File: src/rtl/imem_pkg.sv
// Shared types and defaults for the loadable instruction memory.
// Holds the load FSM state enum, default widths and the default NOP word.
package imem_pkg;

  localparam int IMEM_DATA_W = 32;
  localparam int IMEM_ADDR_W = 5;
  localparam int IMEM_DEPTH  = 32;
  localparam int LEN_W       = IMEM_ADDR_W + 1;

  localparam logic [IMEM_DATA_W-1:0] IMEM_NOP = 32'h0000_0000;

  typedef enum logic [1:0] {
    EMPTY = 2'd0,
    LOAD  = 2'd1,
    READY = 2'd2
  } imem_state_e;

endpackage

File: src/rtl/imem_loadable_if.sv
// Program-stream and fetch bus of the loadable instruction memory.
// slave: memory side; master: loader/core side.
interface imem_loadable_if
  import imem_pkg::*;
#(
  parameter int DATA_W = IMEM_DATA_W,
  parameter int ADDR_W = IMEM_ADDR_W
) ();

  logic              prog_start;
  logic              prog_valid;
  logic [DATA_W-1:0] prog_data;
  logic              prog_last;
  logic              prog_busy;
  logic [ADDR_W:0]   image_len;

  logic              fetch_req;
  logic [ADDR_W-1:0] fetch_addr;
  logic              fetch_ready;
  logic [DATA_W-1:0] instru;
  logic              instr_valid;
  logic              addr_err;

  modport slave (
    input  prog_start,
    input  prog_valid,
    input  prog_data,
    input  prog_last,
    output prog_busy,
    output image_len,
    input  fetch_req,
    input  fetch_addr,
    output fetch_ready,
    output instru,
    output instr_valid,
    output addr_err
  );

  modport master (
    output prog_start,
    output prog_valid,
    output prog_data,
    output prog_last,
    input  prog_busy,
    input  image_len,
    output fetch_req,
    output fetch_addr,
    input  fetch_ready,
    input  instru,
    input  instr_valid,
    input  addr_err
  );

endinterface

File: src/rtl/imem_ram.sv
// Simple dual-port RAM: synchronous write, registered synchronous read.
// Ports: clk, we/waddr/wdata write side, re/raddr/rdata read side. No reset.
module imem_ram
  import imem_pkg::*;
#(
  parameter int DATA_W = IMEM_DATA_W,
  parameter int ADDR_W = IMEM_ADDR_W,
  parameter int DEPTH  = IMEM_DEPTH
) (
  input  logic              clk,
  input  logic              we,
  input  logic [ADDR_W-1:0] waddr,
  input  logic [DATA_W-1:0] wdata,
  input  logic              re,
  input  logic [ADDR_W-1:0] raddr,
  output logic [DATA_W-1:0] rdata
);

  logic [DATA_W-1:0] mem [DEPTH];

  always_ff @(posedge clk) begin
    if (we)
      mem[waddr] <= wdata;
    if (re)
      rdata <= mem[raddr];
  end

endmodule

File: src/rtl/imem_loadable.sv
// Loadable instruction memory: RAM image written via a program stream,
// fetched with one cycle latency. Ports: clk, reset (async, active-high), bus.
module imem_loadable
  import imem_pkg::*;
#(
  parameter int                DATA_W   = IMEM_DATA_W,
  parameter int                ADDR_W   = IMEM_ADDR_W,
  parameter int                DEPTH    = IMEM_DEPTH,
  parameter logic [DATA_W-1:0] NOP_WORD = IMEM_NOP
) (
  input  logic            clk,
  input  logic            reset,
  imem_loadable_if.slave  bus
);

  localparam int LW = ADDR_W + 1;
  localparam logic [ADDR_W-1:0] LAST_PTR = ADDR_W'(DEPTH - 1);

  imem_state_e       state, state_n;
  logic [ADDR_W-1:0] wptr, wptr_n;
  logic [LW-1:0]     len, len_n;
  logic              we;

  logic              accept;
  logic              in_range;
  logic              have_res;
  logic              nop_sel;
  logic              valid_q;
  logic              err_q;
  logic [DATA_W-1:0] rdata;

  always_ff @(posedge clk or posedge reset) begin
    if (reset) begin
      state <= EMPTY;
      wptr  <= '0;
      len   <= '0;
    end else begin
      state <= state_n;
      wptr  <= wptr_n;
      len   <= len_n;
    end
  end

  // A restart in LOAD discards the partial image by rewinding wptr only;
  // len keeps describing the last completed image until the new one ends.
  always_comb begin
    state_n = state;
    wptr_n  = wptr;
    len_n   = len;
    we      = 1'b0;
    unique case (state)
      EMPTY: begin
        if (bus.prog_start) begin
          state_n = LOAD;
          wptr_n  = '0;
        end
      end
      LOAD: begin
        if (bus.prog_start) begin
          wptr_n = '0;
        end else if (bus.prog_valid) begin
          we = 1'b1;
          if (bus.prog_last || wptr == LAST_PTR) begin
            state_n = READY;
            len_n   = LW'(wptr) + LW'(1);
            wptr_n  = '0;
          end else begin
            wptr_n = wptr + ADDR_W'(1);
          end
        end
      end
      READY: begin
        if (bus.prog_start) begin
          state_n = LOAD;
          wptr_n  = '0;
        end
      end
      default: begin
        state_n = EMPTY;
        wptr_n  = '0;
      end
    endcase
  end

  assign bus.fetch_ready = (state == READY) && !bus.prog_start;
  assign accept          = bus.fetch_req && bus.fetch_ready;
  assign in_range        = {1'b0, bus.fetch_addr} < len;

  imem_ram #(
    .DATA_W (DATA_W),
    .ADDR_W (ADDR_W),
    .DEPTH  (DEPTH)
  ) u_ram (
    .clk   (clk),
    .we    (we),
    .waddr (wptr),
    .wdata (bus.prog_data),
    .re    (accept && in_range),
    .raddr (bus.fetch_addr),
    .rdata (rdata)
  );

  // The RAM read register only updates on in-range fetches, so a NOP
  // select flag plus a "has any result" flag reproduce a resettable,
  // holding output register without resetting the RAM itself.
  always_ff @(posedge clk or posedge reset) begin
    if (reset) begin
      have_res <= 1'b0;
      nop_sel  <= 1'b0;
      valid_q  <= 1'b0;
      err_q    <= 1'b0;
    end else begin
      valid_q <= accept;
      err_q   <= accept && !in_range;
      if (accept) begin
        have_res <= 1'b1;
        nop_sel  <= !in_range;
      end
    end
  end

  always_comb begin
    bus.instru = '0;
    if (have_res)
      bus.instru = nop_sel ? NOP_WORD : rdata;
  end

  assign bus.instr_valid = valid_q;
  assign bus.addr_err    = err_q;
  assign bus.prog_busy   = (state == LOAD);
  assign bus.image_len   = len;

endmodule

File: src/flat_wrapper.sv
// flat-port wrapper written by rule: the top's interface ports become plain ports
module imem_loadable_flat import imem_pkg::*;
#(
  parameter int                DATA_W   = IMEM_DATA_W,
  parameter int                ADDR_W   = IMEM_ADDR_W,
  parameter int                DEPTH    = IMEM_DEPTH,
  parameter logic [DATA_W-1:0] NOP_WORD = IMEM_NOP
)
  (clk, reset, bus_prog_start, bus_prog_valid, bus_prog_data, bus_prog_last, bus_prog_busy, bus_image_len, bus_fetch_req, bus_fetch_addr, bus_fetch_ready, bus_instru, bus_instr_valid, bus_addr_err);
  imem_loadable_if #(.DATA_W(DATA_W), .ADDR_W(ADDR_W)) bus_i ();
  input  logic clk;
  input  logic reset;
  input wire logic [$bits(bus_i.prog_start)-1:0] bus_prog_start;
  input wire logic [$bits(bus_i.prog_valid)-1:0] bus_prog_valid;
  input wire logic [$bits(bus_i.prog_data)-1:0] bus_prog_data;
  input wire logic [$bits(bus_i.prog_last)-1:0] bus_prog_last;
  output wire logic [$bits(bus_i.prog_busy)-1:0] bus_prog_busy;
  output wire logic [$bits(bus_i.image_len)-1:0] bus_image_len;
  input wire logic [$bits(bus_i.fetch_req)-1:0] bus_fetch_req;
  input wire logic [$bits(bus_i.fetch_addr)-1:0] bus_fetch_addr;
  output wire logic [$bits(bus_i.fetch_ready)-1:0] bus_fetch_ready;
  output wire logic [$bits(bus_i.instru)-1:0] bus_instru;
  output wire logic [$bits(bus_i.instr_valid)-1:0] bus_instr_valid;
  output wire logic [$bits(bus_i.addr_err)-1:0] bus_addr_err;
  assign bus_i.prog_start = bus_prog_start;
  assign bus_i.prog_valid = bus_prog_valid;
  assign bus_i.prog_data = bus_prog_data;
  assign bus_i.prog_last = bus_prog_last;
  assign bus_prog_busy = bus_i.prog_busy;
  assign bus_image_len = bus_i.image_len;
  assign bus_i.fetch_req = bus_fetch_req;
  assign bus_i.fetch_addr = bus_fetch_addr;
  assign bus_fetch_ready = bus_i.fetch_ready;
  assign bus_instru = bus_i.instru;
  assign bus_instr_valid = bus_i.instr_valid;
  assign bus_addr_err = bus_i.addr_err;
  imem_loadable #(.DATA_W(DATA_W), .ADDR_W(ADDR_W), .DEPTH(DEPTH), .NOP_WORD(NOP_WORD)) u_core (.clk(clk), .reset(reset), .bus(bus_i));
endmodule
File: config.mk
export PLATFORM = sky130hd
export DESIGN_NAME = imem_loadable_flat
export DESIGN_NICKNAME = d
export VERILOG_FILES = /design/src/rtl/imem_pkg.sv /design/src/rtl/imem_loadable_if.sv /design/src/rtl/imem_ram.sv /design/src/rtl/imem_loadable.sv /design/src/flat_wrapper.sv
export SDC_FILE = /design/constraint.sdc
export NUM_CORES = 1
export LEC_CHECK = 0
export BUFFER_PORTS_ARGS = -buffer_cell sky130_fd_sc_hd__buf_2
export CAP_MARGIN = 20
export CORE_ASPECT_RATIO = 1.4
export CORE_MARGIN = 4
export CORE_UTILIZATION = 55
export CTS_CLUSTER_DIAMETER = 80
export DETAILED_ROUTE_END_ITERATION = 16
export GPL_TIMING_DRIVEN = 0
export PLACE_DENSITY = 0.78
export SYNTH_ARGS = -nofsm -noshare
export SYNTH_HDL_FRONTEND = slang
export SYNTH_HIERARCHICAL = 1
export SYNTH_SLANG_ARGS = --single-unit
File: constraint.sdc
create_clock -name clk -period 9.75 [get_ports clk]
set_input_delay 2.4375 -clock clk [delete_from_list [all_inputs] [get_ports clk]]
set_output_delay 2.4375 -clock clk [all_outputs]
set_load 0.005 [all_outputs]
==> impl_table.tex <==
\begin{tabular}{lr}
\hline
Metric & Value \\
\hline
\multicolumn{2}{l}{\textbf{Timing}} \\
Final worst slack & 4.31 ns \\
Max Slew Vio Count & 0 \\
Headroom to the max-slew limit & 0.217 \\
Accumulated negative setup slack & 0 ns \\
Setup violators final & 0 \\
Post-route fraction of the period consumed by the critical path & 0.557 \\
Largest clock skew in the final design & 0.00884 ns \\
Actual slew at the worst max-slew pin & 1.18 ns \\
Min cycle time layout & 5.44 ns \\
Hold violation count in the final report & 0 \\
Achievable frequency & 0.184 GHz \\
Unrepaired setup endpoints after global routing & no \\
\multicolumn{2}{l}{\textbf{Worst setup path}} \\
Worst reg-to-reg setup slack & 6.65 ns \\
Cells along the critical path & buf\_2 -> nor3b\_1 -> buf\_2 \\
Critical path's most frequent cell & buf\_2 \\
Path type of the worst setup path & in -> out \\
Reg2Reg Depth & 5 \\
Element type at the critical path start & input port \\
Critical Path Slowest Stage Cell & nor3b\_1 \\
Buf+Inv Stages, Crit Path & 2 \\
Startpoint of the most critical register-to-register path & u\_core/state[1]\$\_DFFE\_PP0P\_ \\
FF-to-FF End & u\_core/u\_ram/mem[0][25]\$\_DFFE\_PP\_ \\
Critical Path Source & bus\_prog\_start \\
Critical path arrival & 3.00 ns \\
CP delay by family, top & buffers and inverters \\
Element type at the critical path end & primary output \\
Required time of the critical path & $\sim$7.3 ns \\
Critical-path maximum fanout & 6 \\
Slowest Stage Delay on Critical Path & 0.26 ns \\
Number of gates on the worst path with buffers counted & 3 \\
End of the critical path & bus\_fetch\_ready \\
\multicolumn{2}{l}{\textbf{Logic synthesis}} \\
Number of nets in the synthesized netlist & 2,427 \\
Number of enable flip-flop cells after synthesis & about 1.1k \\
Register bit count reported by yosys & 1,073 \\
Sequential share of the synthesized area & 0.767 \\
Number of synthesis warnings & 6 \\
Number of different library cells in the post-synthesis netlist & 42 \\
Share of async-settable or async-resettable flops after synthesis & 0.0158 \\
Synthesized area divided by synthesized cell count & approximately 18 µm² \\
Mapped Area & 0.0419 mm² \\
Primary flip-flop cell chosen by synthesis mapping & edfxtp\_1 \\
Synthesized instance count & 2,378 \\
\multicolumn{2}{l}{\textbf{Clock tree}} \\
PostCTS Resize Cnt & 0 \\
H-tree level count & 3 \\
Clock Sinks & 1,073 \\
Clk\_lat worst skew & 0.65 ns \\
CTS root buf & clkbuf\_16 \\
Number of setup buffers added after CTS & 0 \\
Post-CTS Hold Buffers & 0 \\
Clock transition at the registers of the reported paths & roughly 0.060 ns \\
Buffer depth of the longest clock path & 3 \\
CTS buffer count & 91 \\
CTS tree & built \\
\multicolumn{2}{l}{\textbf{Outcome}} \\
Run status & complete, no violations \\
\multicolumn{2}{l}{\textbf{GRT}} \\
Pin count of the biggest net entering global routing & 33 \\
Global routing usage summed across all routing layers & 0.248 \\
M1 GR Usage & 0.288 \\
Total grt overflow & 0 \\
Number of global-route vias before repair & 23.8k \\
Met3 usage & 0.0412 \\
First-pass GRT wire length & 148,000 µm \\
Busiest grt layer & met2 \\
Initial antenna violation count & 3 \\
Met2 track demand over resource in global routing & 0.439 \\
\multicolumn{2}{l}{\textbf{Detailed routing}} \\
Total vias in the final route & 23.0k \\
WL final & 101,000 µm \\
Via-to-Cell Ratio & 6.34 \\
Antenna-violating nets left & 0 \\
DRC violations left & 0 \\
Detailed Route Iter0 Violations & 2,368 \\
Post-detailed-route wirelength per cell & 27.8 µm \\
Iteration count of the initial detailed-routing pass & 7 \\
\multicolumn{2}{l}{\textbf{Floorplanning}} \\
Horizontal die dimension & 241 µm \\
Number of cell rows & 119 \\
Die area & 0.0807 mm² \\
Count of boundary I/O pins & 85 \\
Placeable core region & around 0.075 mm² \\
Vertical die dimension & 334 µm \\
Starting utilization of the core area & 0.556 \\
\multicolumn{2}{l}{\textbf{Cells and area}} \\
Layout area overhead & 13.0\% \\
Fillcell total & 5,018 \\
Commonest cells after routing, fill and taps aside & edfxtp\_1 (1,056), mux2i\_1 (512), buf\_2 (110) \\
Share of final-layout standard cells stronger than drive strength 1 & 0.138 \\
Most frequent standard cell in the layout excluding fill and tap cells & edfxtp\_1 \\
Final \#Nets & 2,637 \\
\multicolumn{2}{l}{\textbf{Power and ir drop}} \\
Ratio of total power to cell area & 193 mW/mm² \\
Max VDD drop & 0.136 mV \\
Total leakage power & 16.6 nW \\
\multicolumn{2}{l}{\textbf{Placed design}} \\
Port Buffers & 84 \\
HPWL after detailed placement & 64,900 µm \\
Final Wtd Congestion & roughly 0.86 \\
Pre-CTS worst setup slack & 4.31 ns \\
\multicolumn{2}{l}{\textbf{Min path}} \\
Cells on Worst Hold Path & 1 \\
Class of the tightest hold or removal check & reg -> reg \\
\multicolumn{2}{l}{\textbf{Flow run}} \\
Number of maximum-capacitance constraint violations & 0 \\
\hline
\end{tabular}
==> metal layers <==
metal  up-vias  share of wire  wire length (µm)
li1       9812              -                 -
met1     11600           0.34             34100
met2      1220           0.53             53200
met3       344          0.079              7970
met4         4          0.057              5710
met5         -        0.00031                31
==> area by class of cell <==
cell class	instances	area [µm²]	area share
repair buffers	117	1130	0.0238
well taps	968	1210	0.0256
clock buffers	112	2430	0.0513
flip-flops and latches	1073	32100	0.679
diodes	2	5.00	0.000106
clock inverters	50	440	0.00930
multi-input cells	1169	9200	0.194
plain buffers	130	764	0.0161
inverters	6	22.5	0.000476
==> synth_stat cells (7+ instances only) <==
cell      instances  area [µm²]
a21oi_1         102         510
buf_4            33         248
buf_2            26         130
nand2_1         103         387
mux2i_1         512        5120
a31oi_1          34         213
nand2b_1          7        43.8
a22oi_1          96         721
clkbuf_1         49         184
edfxtp_1       1056       31700
o21ai_0           7        35.0
a22o_1           66         578
buf_6            15         169
nor2_1           37         139
nand3_1          98         490
dfrtp_1          17         425
nor3_1           33         165
and2_1           34         213
==> per-stage QoR <==
stage | std cells | hold WS, ns | util | instance area, µm² | power, mW
after floorplan | 2378 | 0.425 | - | 41900 | 5.47
after global placement | 3430 | 0.439 | 0.578 | 43500 | 5.68
after detailed placement | 3463 | 0.454 | 0.590 | 44500 | 5.70
after CTS | 3625 | 0.479 | 0.628 | 47300 | 9.16
after global routing | 3626 | 0.517 | 0.628 | 47300 | 9.38
final | 3627 | 0.474 | 0.628 | 47300 | 9.12
==> state kept, by name (all words and copies together), names as in the netlist <==
| name | count |
|---|---|
| u_core/wptr | 5 |
| u_core/bus.addr_err | 1 |
| u_core/u_ram/mem | 1024 |
| u_core/bus.image_len | 6 |
| u_core/have_res | 1 |
| u_core/bus.instr_valid | 1 |
| u_core/nop_sel | 1 |
| u_core/state | 2 |
| u_core/u_ram/rdata | 32 |
==> kinds of logic after synthesis <==
| logic type | synth area share |
|---|---|
| xor gates and xnor gates | 0.000418 |
| buffers and inverters | 0.0188 |
| DFF | 0.767 |
| and+or+nand+nor | 0.0386 |
| adders and majority gates | 0.00179 |
| muxes | 0.123 |
| AOI/OAI and AO/OA | 0.0504 |
==> worst reg2reg max path, cell delays in order (launching register included) <==
cell,delay (ns)
dfrtp_1,0.42
and4bb_2,0.43
or3b_2,0.47
clkbuf_1,0.48
nor2_4,0.74
buf_16,0.25
==> worst min-delay path by stage <==
stage               slack, ns                   startpoint                          end
global placement         0.44  u_core/have_res$_DFFE_PP0P_  u_core/have_res$_DFFE_PP0P_
global route             0.52  u_core/have_res$_DFFE_PP0P_  u_core/have_res$_DFFE_PP0P_
CTS                      0.48  u_core/have_res$_DFFE_PP0P_  u_core/have_res$_DFFE_PP0P_
detailed placement       0.45  u_core/have_res$_DFFE_PP0P_  u_core/have_res$_DFFE_PP0P_
floorplan                0.42  u_core/have_res$_DFFE_PP0P_  u_core/have_res$_DFFE_PP0P_
finish                   0.47  u_core/have_res$_DFFE_PP0P_  u_core/have_res$_DFFE_PP0P_
==> power breakdown <==
part           total [mW]  leakage [nW]  internal, mW  switching, mW
combinational       0.520          5.43         0.171          0.349
clock                3.51          1.41          1.94           1.57
sequential           5.09          9.72          5.08        0.00763
No activity file was read; power rests on OpenSTA's default activity.
